`src/rtl/conv_out_collector.sv`:
```
// conv_out_collector: absorbs conv_top output beats in a FIFO and writes them to memory in HWC order
module conv_out_collector #(
  parameter int DATA_W     = 64,
  parameter int FIFO_DEPTH = 16,
  parameter int ADDR_W     = 20,
  parameter int CNT_W      = 16
) (
  input  logic              clk,
  input  logic              rst_n,
  input  logic              start,
  input  logic [ADDR_W-1:0] cfg_out_base_addr,
  input  logic [9:0]        cfg_co_groups,
  input  logic [9:0]        cfg_output_group,
  input  logic [CNT_W-1:0]  cfg_out_pixels,
  input  logic [DATA_W-1:0] data_in,
  input  logic              data_in_valid,
  input  logic              conv_done,
  output logic [ADDR_W-1:0] wr_addr,
  output logic [DATA_W-1:0] wr_data,
  output logic              wr_valid,
  input  logic              wr_ready,
  output logic              busy,
  output logic              done,
  output logic              overflow,
  output logic              count_err,
  output logic [CNT_W-1:0]  beat_count
);
  localparam int PW = $clog2(FIFO_DEPTH);
  typedef enum logic [1:0] {IDLE, COLLECT, DRAIN, DONE} state_t;
  state_t state, state_nx;
  logic [DATA_W-1:0] mem [FIFO_DEPTH];
  logic [PW:0] wp, rp;
  logic [ADDR_W-1:0] addr_ptr;
  logic [9:0] co_groups;
  logic [CNT_W-1:0] pixels, cnt_nx;
  logic active, beat, in_ok, empty, full, out_free, pop, byp, push, load;
  assign active   = state == COLLECT || state == DRAIN;
  assign beat     = active && data_in_valid;
  assign in_ok    = beat && beat_count < pixels;
  assign empty    = wp == rp;
  assign full     = wp == {~rp[PW], rp[PW-1:0]};
  assign out_free = !wr_valid || wr_ready;
  assign pop      = out_free && !empty;
  // an empty FIFO with a free output stage lets the beat go straight to the output register
  assign byp      = out_free && empty && in_ok;
  assign push     = in_ok && (!full || pop) && !byp;
  assign load     = pop || byp;
  assign cnt_nx   = (beat && beat_count != '1) ? beat_count + 1'b1 : beat_count;
  assign busy     = active;
  assign done     = state == DONE;
  always_comb begin
    state_nx = state;
    case (state)
      IDLE:    state_nx = start ? COLLECT : IDLE;
      COLLECT: state_nx = (cnt_nx >= pixels || conv_done) ? DRAIN : COLLECT;
      DRAIN:   state_nx = (empty && !wr_valid && !in_ok) ? DONE : DRAIN;
      default: state_nx = IDLE;
    endcase
  end
  always_ff @(posedge clk)
    if (push) mem[wp[PW-1:0]] <= data_in;
  always_ff @(posedge clk or negedge rst_n)
    if (!rst_n) begin
      state      <= IDLE;
      wp         <= '0;
      rp         <= '0;
      wr_valid   <= 1'b0;
      wr_addr    <= '0;
      wr_data    <= '0;
      addr_ptr   <= '0;
      co_groups  <= '0;
      pixels     <= '0;
      beat_count <= '0;
      overflow   <= 1'b0;
      count_err  <= 1'b0;
    end else begin
      state <= state_nx;
      if (push) wp <= wp + 1'b1;
      if (pop) rp <= rp + 1'b1;
      if (load) begin
        wr_valid <= 1'b1;
        wr_addr  <= addr_ptr;
        wr_data  <= pop ? mem[rp[PW-1:0]] : data_in;
      end else if (wr_ready) begin
        wr_valid <= 1'b0;
      end
      if (state == IDLE && start) begin
        co_groups  <= cfg_co_groups;
        pixels     <= cfg_out_pixels;
        beat_count <= '0;
        overflow   <= 1'b0;
        count_err  <= 1'b0;
        addr_ptr   <= cfg_out_base_addr + ADDR_W'(cfg_output_group);
      end else begin
        beat_count <= cnt_nx;
        if (load) addr_ptr <= addr_ptr + ADDR_W'(co_groups);
        if (in_ok && full && !pop) overflow <= 1'b1;
        if ((beat && beat_count >= pixels) || (state == COLLECT && conv_done && cnt_nx < pixels))
          count_err <= 1'b1;
      end
    end
endmodule

```
`config.mk`:
```
export PLATFORM = sky130hd
export DESIGN_NAME = conv_out_collector
export DESIGN_NICKNAME = d
export VERILOG_FILES = /design/src/rtl/conv_out_collector.sv
export SDC_FILE = /design/constraint.sdc
export NUM_CORES = 2
export LEC_CHECK = 0
export ABC_AREA = 1
export BUFFER_PORTS_ARGS = -buffer_cell sky130_fd_sc_hd__buf_2
export CAP_MARGIN = 20
export CORE_MARGIN = 2
export CORE_UTILIZATION = 50
export CTS_CLUSTER_SIZE = 28
export DETAILED_ROUTE_END_ITERATION = 16
export PLACE_DENSITY_LB_ADDON = 0.05
export SETUP_SLACK_MARGIN = 0.2
export SYNTH_ARGS = -nofsm -noshare
export SYNTH_HDL_FRONTEND = slang
export SYNTH_SLANG_ARGS = --single-unit
```
`constraint.sdc`:
```
create_clock -name clk -period 7.3 [get_ports clk]
set_input_delay 1.46 -clock clk [delete_from_list [all_inputs] [get_ports clk]]
set_output_delay 1.46 -clock clk [all_outputs]
set_load 0.03 [all_outputs]
```
==> flow_summary.json <==
{
  "r2r_end": "mem[3][41]$_DFFE_PP_",
  "relSlewSlack": 0.109,
  "worstPathMaxFanout": 65,
  "min_path_cells": 2,
  "grt_pass1_vias": 32200,
  "cts_resized": 0,
  "finalSetupViolCount": 0,
  "worstHoldEndpoint": "wr_addr[3]$_DFFE_PN0P_",
  "fin_ws_ps": 2950,
  "area_growth_pct": 12.0,
  "crit_required_ps": 7660,
  "use_met3": 0.0326,
  "final_max_slew_viol_count": 0,
  "crit_path_end_kind": "register",
  "timing.fmax_mhz": 230,
  "synth_cell_types": 39,
  "power_w": 0.0227,
  "cp-start-kind": "register",
  "r2r_slack_ps": 2950,
  "post-route-period-util": 0.596,
  "cts-hold-fix-buffers": 0,
  "grt_max_degree": 216,
  "numCtsBuffers": 120,
  "wl_per_cell_um": 20.8,
  "netlist_area_mm2": 0.0507,
  "dp_slack_ps": 2440,
  "nFillCells": 8421,
  "final_antenna_net_count": 0,
  "viasPerCell": 5.44,
  "seqCellArea_mm2": 0.0348,
  "syn_inst": 4615,
  "status": "complete, no violations",
  "nets": 4951,
  "setup_tns_ps": 0,
  "gr-usage-met1": 0.363,
  "antenna_found_initial": 8,
  "rsz0062_at_grt": "false",
  "postSynthRegisterBits": 1185,
  "die_x_um": 322,
  "tightest_slew_ps": 1340,
  "clock_skew_ps": 24.6,
  "clk_latency_ps": 700,
  "multiInputGateArea_mm2": 0.0140,
  "dieHeight_um": 322,
  "start_util": 0.505,
  "firstDrtPassIters": 7,
  "ir_drop_v": 0.000363,
  "pin_count": 231,
  "dieArea_mm2": 0.104,
  "via_count": 33900,
  "clk_pin_slew_ps": 60,
  "port_buffers": 230,
  "core-area_mm2": 0.100,
  "whs_ps": 464,
  "cts_tree": "done",
  "min_path_type": "register to register",
  "place.gp.congestion": 0.874,
  "hold_path.startpoint": "wr_addr[3]$_DFFE_PN0P_",
  "gr-max-usage-layer": "met2",
  "yosysWarnings": 0,
  "use_met2": 0.396,
  "drt-total-wl_um": 130000,
  "dpl.hpwl_um": 71700,
  "gr-total-overflow": 0,
  "synth_nets": 4805,
  "synth_area_leader_cell": "edfxtp_1",
  "grt_usage": 0.249,
  "p_leak_nw": 21.2,
  "cts_htree_levels": 3,
  "critPathKind": "register to register",
  "finalHoldViolCount": 0,
  "crit_arrival_ps": 4710,
  "clock_sink_count": 1185,
  "first_iter_violations": 2726,
  "drv_cap": 0,
  "drive_above_1_share": 0.103,
  "rr_startpoint": "rp[2]$_DFFE_PN0P_",
  "grt_first_pass_wirelength_um": 197000,
  "drc": 0,
  "reg2regPathDepth": 11,
  "min_period_ps": 4350,
  "cts_setup_buffers": 0,
  "postSynthAreaPerCell_um2": 11.0,
  "yosysSeqAreaShare": 0.687,
  "clockBufferDepth": 3,
  "synth_top_area_frac": 0.607,
  "p_per_area_mw_per_mm2": 401,
  "synth.area.top_cells": "edfxtp_1 (61%), dfrtp_1 (8.0%), nor2_1 (7.8%), nand2_1 (5.9%), o21ai_1 (3.8%)",
  "core.rowCount": 116,
  "ctsRootBufferMaster": "clkbuf_16"
}
[per-layer routing]
layer / wire, µm / vias up
li1: - / 16300
met4: 2950 / 4
met1: 58600 / 16400
met2: 60300 / 983
met5: 26 / -
met3: 7770 / 192
[cells by family (layout without fill, tap and decap cells)]
logic type,Yosys count,in the layout,share of synthesized area
and+or+nand+nor,2065,2065,0.160
DFF,1185,1185,0.687
AOI/OAI and AO/OA,867,867,0.0924
buffers and inverters,405,652,0.0401
adders and majority gates,64,64,0.0161
xor gates and xnor gates,28,28,0.00484
muxes,1,1,0.000198
other,0,4,0
[power by group]
group / leakage (nW) / internal, W / switching (W)
Clock: 1.92 / 0.00358 / 0.00256
Sequential: 11.2 / 0.00805 / 0.000479
Combinational: 8.03 / 0.00234 / 0.00574
Total: 21.2 / 0.0140 / 0.00877
[cell type report]
cell class,count,share of cell area
diodes,4,0.000176
clock buffers,164,0.0589
clock inverters,59,0.0107
inverters,146,0.0100
multi-input cells,3025,0.247
flip-flops and latches,1185,0.613
well taps,1357,0.0299
repair buffers,283,0.0306
[state kept, by name (all words and copies together) (netlist names)]
| register | cells |
|---|---|
| addr_ptr | 20 |
| state | 2 |
| wr_data | 64 |
| overflow | 1 |
| wr_valid | 1 |
| count_err | 1 |
| co_groups | 10 |
| wp | 5 |
| wr_addr | 20 |
| mem | 1024 |
| rp | 5 |
| beat_count | 16 |
| pixels | 16 |
[metrics by stage]
stage,util,instance area (µm²),cells
2_1_floorplan,-,50700,4615
3_3_place_gp,0.526,52700,5993
3_5_place_dp,0.526,52700,5994
4_1_cts,0.565,56700,6217
5_1_grt,0.566,56700,6221
6_report,0.566,56700,6223
[worst max-delay path, stage by stage (launching register included)]
cell     delay (ps)
dfrtp_4         730
inv_4           780
nand2_1         100
nand2_1         140
nor2_4           60
nand3_1         100
o21ai_0          80
nor2_1          180
buf_4           220
nand2_1         260
nor2_4          850
buf_4           460
[cell usage after synthesis (all sizes together)]
cell type,count
mux2i,1
ha,62
buf,152
edfxtp,1024
nand2,802
nand3,151
dfrtp,161
o211ai,128
or2,1
clkinv,2
fa,2
and2,4
o21bai,3
a21boi,2
nor2,1060
o21ai,699
nand4,32
xor2,23
nor4,2
nand3b,2
clkbuf,107
nor3,11
o21a,3
inv,144
xnor2,5
a21oi,32
[worst max-delay path by stage]
stage	slack, ps	start	cells past startpoint	endpoint
final	2950	rp[2]$_DFFE_PN0P_	11	mem[3][41]$_DFFE_PP_
after global routing	2550	rp[2]$_DFFE_PN0P_	11	mem[3][44]$_DFFE_PP_
after CTS	2760	rp[2]$_DFFE_PN0P_	11	mem[2][8]$_DFFE_PP_
after detailed placement	2440	wr_ready	11	mem[2][9]$_DFFE_PP_
after global placement	2460	wr_ready	11	mem[2][9]$_DFFE_PP_
after floorplan	1810	wr_ready	9	mem[0][0]$_DFFE_PP_
[cell usage in the layout, fill, tap and decap left out, drive strengths merged]
cell      instances
nor2           1060
edfxtp         1024
nand2           802
o21ai           699
buf             282
clkbuf          165
dfrtp           161
nand3           151
inv             150
o211ai          128
ha               62
clkinv           36
nand4            32
a21oi            32
xor2             23
nor3             11
bufinv           11
clkinvlp          8
xnor2             5
diode             4
and2              4
o21a              3
o21bai            3
nor4              2
nand3b            2
a21boi            2
fa                2
or2               1
mux2i             1
(Power assumes the default switching activity.)
